**src/rtl/leaf_out_packer.sv**
```systemverilog
// Output stage of a BFT leaf shell: round-robin merge of user output streams into one packet stream.
// Optional per-port sent-packet statistics when LEAF_OUT_PACKER_STATS_EN is defined.
module leaf_out_packer #(
    parameter int PACKET_BITS   = 49,
    parameter int PAYLOAD_BITS  = 32,
    parameter int NUM_LEAF_BITS = 5,
    parameter int NUM_PORT_BITS = 4,
    parameter int NUM_ADDR_BITS = 7,
    parameter int NUM_OUT_PORTS = 4,
    parameter int CREDIT_BITS   = 8
) (
    input  logic                                    clk,
    input  logic                                    reset,
    input  logic [NUM_OUT_PORTS*PAYLOAD_BITS-1:0]   din_leaf_user2interface,
    input  logic [NUM_OUT_PORTS-1:0]                vld_user2interface,
    output logic [NUM_OUT_PORTS-1:0]                ack_interface2user,
    input  logic                                    cfg_wr,
    input  logic [NUM_PORT_BITS-1:0]                cfg_port,
    input  logic [NUM_LEAF_BITS+NUM_PORT_BITS-1:0]  cfg_dest,
    input  logic                                    cred_vld,
    input  logic [NUM_PORT_BITS-1:0]                cred_port,
    input  logic [CREDIT_BITS-1:0]                  cred_amt,
    input  logic                                    resend,
    input  logic                                    out_rdy,
    output logic [PACKET_BITS-1:0]                  dout_leaf_interface2bft,
    input  logic [NUM_PORT_BITS-1:0]                stat_sel,
    output logic [31:0]                             stat_cnt
);

    localparam int DEST_BITS = NUM_LEAF_BITS + NUM_PORT_BITS;

    logic [DEST_BITS-1:0]     dest_tbl [NUM_OUT_PORTS];
    logic [CREDIT_BITS-1:0]   credit   [NUM_OUT_PORTS];
    logic [NUM_ADDR_BITS-1:0] seq_addr [NUM_OUT_PORTS];
    logic [NUM_PORT_BITS-1:0] rr_ptr;
    logic [PACKET_BITS-1:0]   pkt_p1;
    logic                     vld_p1;
    logic                     out_free;
    logic [NUM_OUT_PORTS-1:0] elig;
    logic                     grant_vld;
    logic [NUM_PORT_BITS-1:0] grant_idx;
    logic [PACKET_BITS-1:0]   grant_pkt;

    // Net credit after a grant and/or a return, clamped at the counter ceiling.
    function automatic logic [CREDIT_BITS-1:0] credit_next(
        input logic [CREDIT_BITS-1:0] cur,
        input logic                   dec,
        input logic [CREDIT_BITS-1:0] add
    );
        logic [CREDIT_BITS:0] sum;
        sum = {1'b0, cur} + {1'b0, add} - {{CREDIT_BITS{1'b0}}, dec};
        if (sum[CREDIT_BITS])
            return '1;
        return sum[CREDIT_BITS-1:0];
    endfunction

    assign vld_p1   = pkt_p1[PACKET_BITS-1];
    assign out_free = !vld_p1 || out_rdy;
    assign dout_leaf_interface2bft = resend ? '0 : pkt_p1;

    // Stage p0: round-robin search from rr_ptr upward, then wrap to the low ports.
    always_comb begin
        elig               = '0;
        grant_vld          = 1'b0;
        grant_idx          = '0;
        grant_pkt          = '0;
        ack_interface2user = '0;
        for (int i = 0; i < NUM_OUT_PORTS; i++)
            elig[i] = vld_user2interface[i] && (credit[i] != '0);
        if (!reset && !resend && out_free) begin
            for (int i = 0; i < NUM_OUT_PORTS; i++) begin
                if (!grant_vld && elig[i] && (NUM_PORT_BITS'(i) >= rr_ptr)) begin
                    grant_vld = 1'b1;
                    grant_idx = NUM_PORT_BITS'(i);
                end
            end
            for (int i = 0; i < NUM_OUT_PORTS; i++) begin
                if (!grant_vld && elig[i]) begin
                    grant_vld = 1'b1;
                    grant_idx = NUM_PORT_BITS'(i);
                end
            end
        end
        for (int i = 0; i < NUM_OUT_PORTS; i++) begin
            if (grant_vld && (grant_idx == NUM_PORT_BITS'(i))) begin
                ack_interface2user[i] = 1'b1;
                grant_pkt = {1'b1, dest_tbl[i], seq_addr[i],
                             din_leaf_user2interface[i*PAYLOAD_BITS +: PAYLOAD_BITS]};
            end
        end
    end

    // Stage p1: output register plus per-port bookkeeping.
    always_ff @(posedge clk) begin
        if (reset) begin
            rr_ptr <= '0;
            pkt_p1 <= '0;
            for (int i = 0; i < NUM_OUT_PORTS; i++) begin
                credit[i]   <= '0;
                seq_addr[i] <= '0;
                dest_tbl[i] <= '0;
            end
        end else begin
            if (grant_vld) begin
                pkt_p1 <= grant_pkt;
                rr_ptr <= (grant_idx == NUM_PORT_BITS'(NUM_OUT_PORTS - 1)) ? '0 : grant_idx + 1'b1;
            end else if (out_rdy && !resend) begin
                pkt_p1 <= '0;
            end
            for (int i = 0; i < NUM_OUT_PORTS; i++) begin
                credit[i] <= credit_next(credit[i],
                                         grant_vld && (grant_idx == NUM_PORT_BITS'(i)),
                                         (cred_vld && (cred_port == NUM_PORT_BITS'(i))) ? cred_amt : '0);
                if (grant_vld && (grant_idx == NUM_PORT_BITS'(i)))
                    seq_addr[i] <= seq_addr[i] + 1'b1;
                if (cfg_wr && (cfg_port == NUM_PORT_BITS'(i)))
                    dest_tbl[i] <= cfg_dest;
            end
        end
    end

`ifdef LEAF_OUT_PACKER_STATS_EN
    logic [31:0] sent_cnt [NUM_OUT_PORTS];

    always_ff @(posedge clk) begin
        if (reset) begin
            stat_cnt <= '0;
            for (int i = 0; i < NUM_OUT_PORTS; i++)
                sent_cnt[i] <= '0;
        end else begin
            stat_cnt <= '0;
            for (int i = 0; i < NUM_OUT_PORTS; i++) begin
                if (stat_sel == NUM_PORT_BITS'(i))
                    stat_cnt <= sent_cnt[i];
                if (grant_vld && (grant_idx == NUM_PORT_BITS'(i)))
                    sent_cnt[i] <= sent_cnt[i] + 32'd1;
            end
        end
    end
`else
    logic unused_stat_sel;
    assign unused_stat_sel = ^stat_sel;
    assign stat_cnt        = '0;
`endif

endmodule
```
**config.mk**
```make
export PLATFORM = sky130hd
export DESIGN_NAME = leaf_out_packer
export DESIGN_NICKNAME = d
export VERILOG_FILES = /design/src/rtl/leaf_out_packer.sv
export SDC_FILE = /design/constraint.sdc
export NUM_CORES = 1
export LEC_CHECK = 0
export BUFFER_PORTS_ARGS = -buffer_cell sky130_fd_sc_hd__buf_2
export CORE_MARGIN = 2
export CORE_UTILIZATION = 43
export CTS_BUF_LIST = sky130_fd_sc_hd__clkbuf_4
export CTS_CLUSTER_DIAMETER = 200
export DETAILED_ROUTE_END_ITERATION = 12
export PLACE_DENSITY = 0.67
export SLEW_MARGIN = 20
export SYNTH_ARGS = -nofsm -noshare
export SYNTH_HDL_FRONTEND = slang
export SYNTH_SLANG_ARGS = --single-unit
```
**constraint.sdc**
```tcl
create_clock -name clk -period 11.6 [get_ports clk]
set_clock_uncertainty 0.05 [all_clocks]
set_input_delay 0.58 -clock clk [delete_from_list [all_inputs] [get_ports clk]]
set_output_delay 0.58 -clock clk [all_outputs]
set_load 0.02 [all_outputs]
```
==> qor.yml, run 1 <==
status: "finished, final reports clean"
path_max_fanout: 49
clkLatencyLatePin_ns: 0.55
synth-main-ff-cell: "dfxtp_1"
grt-ovfl-total: 0
area_delta_synth_final_pct: 15.17
setup_viol: 0
max-vdd-ir-drop_uv: 152.5
finalHoldViolCount: 0
cts.path.max_buffers: 2
worstMarginPinSlew_ns: 1.059
cp-end-kind: "flop"
path_clk_slew_ns: 0.13
grt_max_degree: 106
timing.rr.start: "credit[0][4]$_SDFF_PP0_"
grt_usage: 0.2001
crit_required_ns: 11.98
synthTopCellsByArea: "edfxtp_1 (20%), dfxtp_1 (17%), ha_1 (9.2%), inv_1 (4.5%), a221oi_1 (4.3%)"
startpoint_type: "flop"
gp_congestion: 0.8461
synth-edff-count: 64
total_power_uw: 2228
ctsHtreeMaxLevel: 4
wirelength_um: 24650
hold_depth: 3
yosysTopAreaCellShare: 0.1963
start_util: 0.4350
p_leak_uw: 0.005093
min_to: "pkt_p1[16]$_SDFFE_PP0P_"
cts_inserted_buffers: 17
post-route-period-util: 0.5260
reg2reg_depth: 20
avgRoutedWirePerCell_um: 14.94
grt_antenna_before_repair: 5
netlist-cell-type-count: 61
hold_class: "input pin to flop"
synth_area_um2: 9788
drt-initial-drc-count: 518
cts_hold_buffers: 0
ys_async_sr_fraction: 0
ys.warnings.count: 0
dieArea_um2: 23990
grt_pass1_vias: 7846
maxCapViolCount: 0
grt_pass1_wl_um: 38630
drtAntennaViolNets: 0
ff2ff_setup_slack_ns: 5.50
dpl.hpwl_um: 17860
drc: 0
timing.final.ws_setup_ns: 5.498
reg2reg_to: "credit[2][0]$_SDFF_PP0_"
firstDrtPassIters: 5
cp.arrival_ns: 6.48
coreArea_um2: 22500
die_w_um: 154.9
p_per_area_nw_per_um2: 197.6
final-max-slew-violation-count: 0
yosys.area.top_type: "edfxtp_1"
die_y_um: 154.9
whs_ns: 0.2195
num_rows: 55
viasPerCell: 5.227
synthCells: 1170
fmax_mhz: 163.9
syn_area_per_cell_um2: 8.366
nets: 1592
grt_setup_unrepaired: "no"
drive_gt1_frac: 0.2085
clock_sinks: 147
ys_seq_elements: 147
path_class: "flop to flop"
ys_seq_area_frac: 0.3661
relSlewSlack: 0.2941
cts_root_buffer: "clkbuf_4"
post-place-ws_ns: 5.486
portBuffers: 215
num_vias: 8624
cts_tree: "built"
io_pins: 252
post_cts_resized: 0
finalSetupTns_ns: 0
hp-start: "din_leaf_user2interface[112]"
post-cts-setup-buffers: 0
fin_crit_ns: 6.102
-- flip-flops by register name, indices dropped and copies added (netlist names) --
name / flops
credit: 32
dest_tbl: 36
pkt_p1: 49
rr_ptr: 2
seq_addr: 28
-- worst max path at each step --
stage | end | cells after the start | startpoint | slack [ns]
after CTS | credit[2][1]$_SDFF_PP0_ | 20 | credit[0][4]$_SDFF_PP0_ | 5.47
after floorplan | credit[2][5]$_SDFF_PP0_ | 21 | credit[0][4]$_SDFF_PP0_ | 7.06
after detailed placement | credit[2][1]$_SDFF_PP0_ | 20 | resend | 5.49
after global placement | credit[2][1]$_SDFF_PP0_ | 20 | credit[1][4]$_SDFF_PP0_ | 5.65
final | credit[2][0]$_SDFF_PP0_ | 20 | credit[0][4]$_SDFF_PP0_ | 5.50
after global routing | credit[2][0]$_SDFF_PP0_ | 20 | credit[0][4]$_SDFF_PP0_ | 4.97
-- cell families after synthesis --
kind of cell | count (synthesis) | share of synthesized area
xor gates and xnor gates | 42 | 0.03758
and+or+nand+nor | 444 | 0.2343
AOI/OAI and AO/OA | 242 | 0.1602
buffers and inverters | 217 | 0.1001
DFF | 147 | 0.3661
adders and majority gates | 76 | 0.1002
other | 1 | 0.0003831
muxes | 1 | 0.001150
-- power breakdown --
part	internal [uW]	switching [uW]
sequential	633	42.6
combinational	514	674
clock	176	187
total	1320	904
-- layout make-up --
class	instances	area [um2]
flip-flops and latches	147	3583
clock inverters	13	182.7
multi-input cells	837	5379
diodes	3	7.507
fillers	2184	11230
clock buffers	19	142.6
repair buffers	224	1164
well taps	285	356.6
inverters	122	457.9
-- per-layer routing --
layer / share of wire / up-vias / GRT usage
met1: 0.44 / 3903 / 0.2478
met3: 0.061 / 36 / 0.03872
met2: 0.48 / 268 / 0.3524
li1: - / 4413 / -
met5: 0.0010 / - / 0
met4: 0.019 / 4 / 0.06173
-- synthesized netlist by cell type, types with 6 or more instances --
| cell type | instances |
|---|---|
| inv_1 | 118 |
| nor2_1 | 92 |
| dfxtp_1 | 83 |
| a21oi_1 | 76 |
| ha_1 | 72 |
| nor3_1 | 69 |
| nand3_1 | 65 |
| edfxtp_1 | 64 |
| nor2b_1 | 60 |
| nand2_1 | 53 |
| a221oi_1 | 48 |
| o21ai_0 | 48 |
| clkbuf_1 | 47 |
| and2_1 | 42 |
| buf_4 | 41 |
| xor2_1 | 22 |
| xnor2_1 | 20 |
| o21ai_1 | 13 |
| or4_1 | 12 |
| a211oi_1 | 11 |
| nor4b_1 | 8 |
| nand4_1 | 7 |
| or2_2 | 7 |
| and3_1 | 6 |
| o211ai_1 | 6 |
-- critical path, stage by stage (launching register included) --
cell,delay (ns)
dfxtp_1,0.33
or4_1,0.58
o211a_1,0.26
o21ai_0,0.14
a21boi_0,0.14
nor3_1,0.44
ha_2,1.00
inv_1,0.09
buf_4,0.32
or2_2,0.46
inv_2,0.09
ha_1,0.13
inv_1,0.04
ha_1,0.21
inv_1,0.07
fa_1,0.21
nor2b_1,0.08
o2111a_1,0.26
nor3_1,0.64
or2_0,0.33
a211oi_1,0.12
-- metrics by stage --
step / area, um2 / utilization / instances
2_1_floorplan: 9905 / - / 1201
3_3_place_gp: 10900 / 0.4845 / 1614
3_5_place_dp: 10910 / 0.4847 / 1614
4_1_cts: 11230 / 0.4992 / 1646
5_1_grt: 11270 / 0.5008 / 1648
6_report: 11270 / 0.5010 / 1650
-- cells in the final DEF (no fill, tap or decap), types with 8 or more instances in the layout --
| cell | count |
|---|---|
| a221oi_1 | 48 |
| conb_1 | 32 |
| inv_1 | 118 |
| and2_1 | 42 |
| nor2b_1 | 59 |
| nand2_1 | 53 |
| nor4b_1 | 8 |
| nor2_1 | 92 |
| o21ai_1 | 13 |
| nand3_1 | 65 |
| nor3_1 | 68 |
| dfxtp_1 | 83 |
| buf_4 | 8 |
| or4_1 | 12 |
| xor2_1 | 22 |
| a21oi_1 | 76 |
| a211oi_1 | 11 |
| edfxtp_1 | 64 |
| o21ai_0 | 48 |
| ha_1 | 69 |
| clkbuf_4 | 19 |
| xnor2_1 | 20 |
| buf_2 | 215 |
Power figures use the tool's default switching activity.
==> inputs of run 2 (changes only) <==
--- a/config.mk
+++ b/config.mk
@@ -11,7 +11,7 @@
 export CTS_BUF_LIST = sky130_fd_sc_hd__clkbuf_4
 export CTS_CLUSTER_DIAMETER = 200
 export DETAILED_ROUTE_END_ITERATION = 12
-export PLACE_DENSITY = 0.67
+export PLACE_DENSITY = 0.7
 export SLEW_MARGIN = 20
 export SYNTH_ARGS = -nofsm -noshare
 export SYNTH_HDL_FRONTEND = slang
==> constraint.sdc (replaced) <==
create_clock -name clk -period 5.1 [get_ports clk]
set_clock_uncertainty 0.05 [all_clocks]
set_input_delay 0.255 -clock clk [delete_from_list [all_inputs] [get_ports clk]]
set_output_delay 0.255 -clock clk [all_outputs]
set_load 0.02 [all_outputs]
==> run 2 against run 1 <==
  * Clock power rose by 140%
  * Cell count increased by 3.0%
  * Highest routed layer unchanged
  * Total power up 130%
  * Worst setup slack got worse by 5.1 ns
  * Critical path depth unchanged
  * Wire length up 3.5%
  * Register-to-register slack lost 5.1 ns
  * Final area increased by 3.9%
  * Core utilization is 2.0 points higher
  * Clock-buffer cell count is 1 lower
  * Fmax is 29% higher
==> qor.yml, run 2 (synthesis gave the netlist of run 1 again) <==
relSlewSlack: 0.2032
grt_usage: 0.2062
final-max-slew-violation-count: 0
worstMarginPinSlew_ns: 1.186
grt_setup_unrepaired: "no"
die_y_um: 154.9
ff2ff_setup_slack_ns: 0.36
cts_hold_buffers: 41
cpMaxStageDelayCell: "nor3_1"
avgRoutedWirePerCell_um: 15.01
timing.rr.start: "credit[0][4]$_SDFF_PP0_"
finalHoldViolCount: 0
maxCapViolCount: 0
startpoint_type: "flop"
firstDrtPassIters: 7
p_per_area_nw_per_um2: 438.2
post_cts_resized: 0
drt-initial-drc-count: 656
fin_crit_ns: 4.745
top_regs: "pkt_p1: 49 flops, dest_tbl: 36 flops, credit: 32 flops"
io_pins: 252
grt_antenna_before_repair: 7
p_leak_uw: 0.005289
wirelength_um: 25510
cts.path.max_buffers: 2
gp_congestion: 0.8523
hp-start: "din_leaf_user2interface[73]"
whs_ns: 0.08829
regMostFlops: "pkt_p1"
nets: 1638
min_to: "pkt_p1[9]$_SDFFE_PP0P_"
finalSetupTns_ns: 0
grt_max_degree: 102
drc: 0
path_class: "flop to flop"
reg2reg_to: "credit[3][3]$_SDFF_PP0_"
path_clk_slew_ns: 0.13
crit_path_max_incr_delay_ns: 0.69
crit_buf_inv: 5
grt-ovfl-total: 0
dieArea_um2: 23990
clkLatencyLatePin_ns: 0.56
drive_gt1_frac: 0.2038
hold_class: "input pin to flop"
post-cts-setup-buffers: 0
post-route-period-util: 0.9304
largest_reg_flops: 49
die_w_um: 154.9
portBuffers: 215
max-vdd-ir-drop_uv: 351.1
clock_sinks: 147
crit_required_ns: 5.47
cts_tree: "built"
final_common_cell: "buf_2"
cp-end-kind: "flop"
num_rows: 55
ctsHtreeMaxLevel: 4
dpl.hpwl_um: 18400
path_cells: "or4_1 -> o211a_1 -> o21ai_0 -> a21boi_0 -> nor3_1 -> buf_4 -> ha_4 -> inv_1 -> or2_1 -> inv_2 -> ha_1 -> inv_1 -> ha_1 -> inv_1 -> fa_1 -> nor2b_1 -> o2111a_1 -> nor3_1 -> or2_0 -> a211oi_1"
crit_top_cell: "inv_1"
cp.arrival_ns: 5.12
cts_inserted_buffers: 17
start_util: 0.4350
grt_pass1_vias: 8359
grt_pass1_wl_um: 39920
num_vias: 8956
hold_depth: 5
status: "finished, final reports clean"
coreArea_um2: 22500
drtAntennaViolNets: 0
crit_family: "simple AND/OR/NAND/NOR gates"
layout_common_cells: "buf_2 (215), inv_1 (118), nor2_1 (92)"
fmax_mhz: 210.7
setup_viol: 0
area_delta_synth_final_pct: 19.70
path_max_fanout: 9
viasPerCell: 5.271
cts_root_buffer: "clkbuf_4"
reg2reg_depth: 20
## run 2: worst max-delay path by stage
| stage | start | end | slack, ns | depth (start not counted) |
|---|---|---|---|---|
| floorplan | credit[0][4]$_SDFF_PP0_ | credit[2][5]$_SDFF_PP0_ | 0.56 | 21 |
| global placement | credit[1][4]$_SDFF_PP0_ | credit[1][1]$_SDFF_PP0_ | 0.52 | 19 |
| detailed placement | credit[0][4]$_SDFF_PP0_ | credit[1][2]$_SDFF_PP0_ | 0.40 | 19 |
| CTS | credit[0][4]$_SDFF_PP0_ | credit[3][3]$_SDFF_PP0_ | 0.37 | 20 |
| global route | credit[0][4]$_SDFF_PP0_ | credit[3][2]$_SDFF_PP0_ | 0.007 | 20 |
| finish | credit[0][4]$_SDFF_PP0_ | credit[3][3]$_SDFF_PP0_ | 0.36 | 20 |
## run 2: per-stage QoR
stage	power (uW)	utilization	instance area (um2)	std cells	setup WS (ns)
after floorplan	3706	-	9905	1201	0.5645
after global placement	4164	0.4865	10950	1620	0.5205
after detailed placement	4237	0.4865	10950	1620	0.4019
after CTS	5144	0.5200	11700	1693	0.3713
after global routing	5608	0.5204	11710	1697	0.006768
final	5133	0.5207	11720	1699	0.3550
## run 2: tightest hold or removal path, delay by kind of cell
| family | cells | cell delay (ns) |
|---|---|---|
| simple gates | 2 | 0.15 |
| compound gates | 2 | 0.17 |
| buf+inv | 1 | 0.10 |
## run 2: report_power, final
group	total, uW	switching [uW]	internal (uW)
sequential	1530	94.1	1440
combinational	2720	1530	1190
clock	879	437	442
total	5130	2060	3070
## run 2: area by class of cell
class,instances,area (um2)
Multi-Input combinational cell,837,5368
Clock inverter,14,209.0
Clock buffer,18,135.1
Timing Repair Buffer,270,1592
Inverter,122,457.9
Sequential cell,147,3583
Antenna cell,6,15.01
Tap cell,285,356.6
Fill cell,2117,10790
## run 2: routing by layer
layer	track usage	wire length, um	vias up
met4	0.09083	757	2
met1	0.2492	11060	4094
met3	0.03760	1490	47
li1	-	-	4501
met5	0	13	-
met2	0.3592	12180	312
==> inputs of run 3 (changes only) <==
--- a/config.mk
+++ b/config.mk
@@ -5,13 +5,14 @@
 export SDC_FILE = /design/constraint.sdc
 export NUM_CORES = 1
 export LEC_CHECK = 0
+export ABC_AREA = 1
 export BUFFER_PORTS_ARGS = -buffer_cell sky130_fd_sc_hd__buf_2
 export CORE_MARGIN = 2
 export CORE_UTILIZATION = 43
 export CTS_BUF_LIST = sky130_fd_sc_hd__clkbuf_4
 export CTS_CLUSTER_DIAMETER = 200
 export DETAILED_ROUTE_END_ITERATION = 12
-export PLACE_DENSITY = 0.7
+export PLACE_DENSITY = 0.69
 export SLEW_MARGIN = 20
 export SYNTH_ARGS = -nofsm -noshare
 export SYNTH_HDL_FRONTEND = slang
==> run 3 against run 2 <==
  * First-iteration DRC count increased by 27%
  * Worst hold slack got worse by 0.075 ns
  * Worst setup slack improved by 0.20 ns
  * Register-to-register slack improved by 0.20 ns
  * Critical path depth increased by 9
  * Cell count increased by 32%
  * Sequential cell count unchanged
  * Wire length increased by 21%
  * Critical path type unchanged
  * Critical endpoint is now credit[1][3]$_SDFF_PP0_
  * Largest power group unchanged
==> qor.yml, run 3 <==
grt_pass1_wl_um: 47690
num_rows: 58
final-max-slew-violation-count: 0
area_delta_synth_final_pct: 18.02
regMostFlops: "pkt_p1"
final_area_um2: 12960
path_max_fanout: 9
synth_common_cells: "nand2_1 (440), inv_1 (295), nor2_1 (254)"
reg2reg_depth: 29
cts_inserted_buffers: 17
synth_top_family_by_area: "simple AND/OR/NAND/NOR gates"
cpMaxStageDelayCell: "fa_1"
path_clk_slew_ns: 0.14
finalSetupTns_ns: 0
syn_area_per_cell_um2: 6.543
ff2ff_setup_slack_ns: 0.55
coreArea_um2: 25110
grt_setup_unrepaired: "no"
crit_top_cell: "nand2_1"
avgRoutedWirePerCell_um: 13.72
synthAdderAreaFrac: 0.08934
grt_antenna_before_repair: 4
clock_sinks: 147
grt_max_degree: 97
dieArea_um2: 26830
die_y_um: 163.8
maxCapViolCount: 0
setup_viol: 0
synthTopCellsByArea: "edfxtp_1 (18%), dfxtp_1 (15%), nand2_1 (15%), inv_1 (10%), nor2_1 (8.7%)"
placed_area_um2: 12130
synth_compound_area_frac: 0.06188
gp_congestion: 0.8462
timing.rr.start: "credit[1][3]$_SDFF_PP0_"
post-route-period-util: 0.8914
cp-end-kind: "flop"
grt_pass1_vias: 9858
clkLatencyLatePin_ns: 0.59
max-vdd-ir-drop_uv: 377.3
wirelength_um: 30780
netlist-cell-type-count: 37
path_class: "flop to flop"
final_cells: 2243
synth_most_common_cell: "nand2_1"
yosysTopAreaCellShare: 0.1750
cts_tree: "built"
io_pins: 252
fin_crit_ns: 4.546
crit_required_ns: 5.55
ys_seq_elements: 147
finalHoldViolCount: 0
muxShareOfSynthArea: 0
p_leak_uw: 0.006936
cts.path.max_buffers: 2
ys_seq_area_frac: 0.3264
status: "finished, final reports clean"
fmax_mhz: 220.0
hold_class: "input pin to flop"
ys_async_sr_fraction: 0
cts_root_buffer: "clkbuf_4"
synth_xor_area_frac: 0.03031
largest_reg_flops: 49
nets: 2140
synthCells: 1678
worstMarginPinSlew_ns: 1.051
synth-main-ff-cell: "dfxtp_1"
crit_path_max_incr_delay_ns: 0.40
drtAntennaViolNets: 0
grt_usage: 0.2242
dp.cells: 2155
drt-initial-drc-count: 833
p_per_area_nw_per_um2: 347.0
start_util: 0.4373
fillers: 2513
post-cts-setup-buffers: 0
firstDrtPassIters: 7
synth-simple-area-share: 0.3247
portBuffers: 215
startpoint: "credit[1][3]$_SDFF_PP0_"
post_cts_resized: 0
drc: 0
ys.warnings.count: 0
drive_gt1_frac: 0.1602
startpoint_type: "flop"
layout_common_cells: "nand2_1 (439), inv_1 (295), nor2_1 (254)"
relSlewSlack: 0.2996
die_w_um: 163.8
final_common_cell: "nand2_1"
hp-start: "din_leaf_user2interface[112]"
ctsHtreeMaxLevel: 4
synth_area_um2: 10980
yosys.area.top_type: "edfxtp_1"
top_regs: "pkt_p1: 49 flops, dest_tbl: 36 flops, credit: 32 flops"
viasPerCell: 4.806
dpl.hpwl_um: 20400
cts_hold_buffers: 53
cp.arrival_ns: 5.00
num_vias: 10780
hold_depth: 5
synth-edff-count: 64
grt-ovfl-total: 0
-- run 3: changes by cell type after synthesis, moves of 40 or more --
| cell | change |
|---|---|
| inv_1 | +177 |
| and2_1 | -42 |
| nor2_1 | +162 |
| nand2_1 | +387 |
| nand4_1 | +92 |
| nor2b_1 | -60 |
| a221oi_1 | -48 |
| nor3_1 | -62 |
| o21ai_0 | -40 |
| nand3_1 | -45 |
-- run 3: final cells by class --
type	instances	area [um2]	share of cell area
Antenna cell	3	7.507	0.0005794
Clock buffer	18	135.1	0.01043
Clock inverter	14	158.9	0.01226
Inverter	326	1226	0.09463
Multi-Input combinational cell	1122	5714	0.4410
Sequential cell	147	3583	0.2766
Tap cell	330	412.9	0.03187
Timing Repair Buffer	283	1719	0.1327
-- run 3: power breakdown --
part / switching, uW / internal (uW) / total, uW
Sequential: 69.3 / 1410 / 1480
Clock: 517 / 273 / 790
Combinational: 1320 / 913 / 2230
Total: 1900 / 2590 / 4500
-- run 3: metrics by stage --
stage	power, uW	utilization	setup slack, ns	hold WS (ns)
final	4497	0.5160	0.5538	0.01300
after global routing	4930	0.5159	0.09012	0.02856
after CTS	4522	0.5157	0.5455	0.0001070
after detailed placement	3699	0.4829	0.5898	0.4051
after global placement	3623	0.4829	0.7331	0.4027
after floorplan	3250	-	0.6010	0.3933
-- run 3: worst paths after layout --
path                             endpoint
hold / removal    pkt_p1[16]$_SDFFE_PP0P_
setup reg to reg  credit[1][3]$_SDFF_PP0_
hold reg to reg   pkt_p1[47]$_SDFFE_PP0P_
setup / recovery  credit[1][3]$_SDFF_PP0_
-- run 3: cell families (layout without fill, tap and decap cells) --
logic type / after synthesis / after routing
AO/OA/AOI/OAI: 130 / 130
XOR/XNOR: 38 / 38
adder cells (fa/ha/maj): 76 / 76
buffers and inverters: 440 / 641
flip-flops: 147 / 147
other: 1 / 35
AND/OR/NAND/NOR: 846 / 846
-- run 3: metal layers --
metal | GRT usage | vias to the layer above | wire, um
met3 | 0.03662 | 40 | 1800
met5 | 0 | - | 13
met1 | 0.2774 | 4892 | 13580
met2 | 0.3994 | 294 | 14800
li1 | - | 5552 | -
met4 | 0.06818 | 2 | 586
-- run 3: worst max-delay path: cells and delay by family, from the launching register on --
kind	cells	cell delay, ns
compound gates	5	0.67
xor+xnor	1	0.21
fa+ha+maj	4	1.06
buf+inv	6	0.54
flops	1	0.33
simple gates	13	1.58
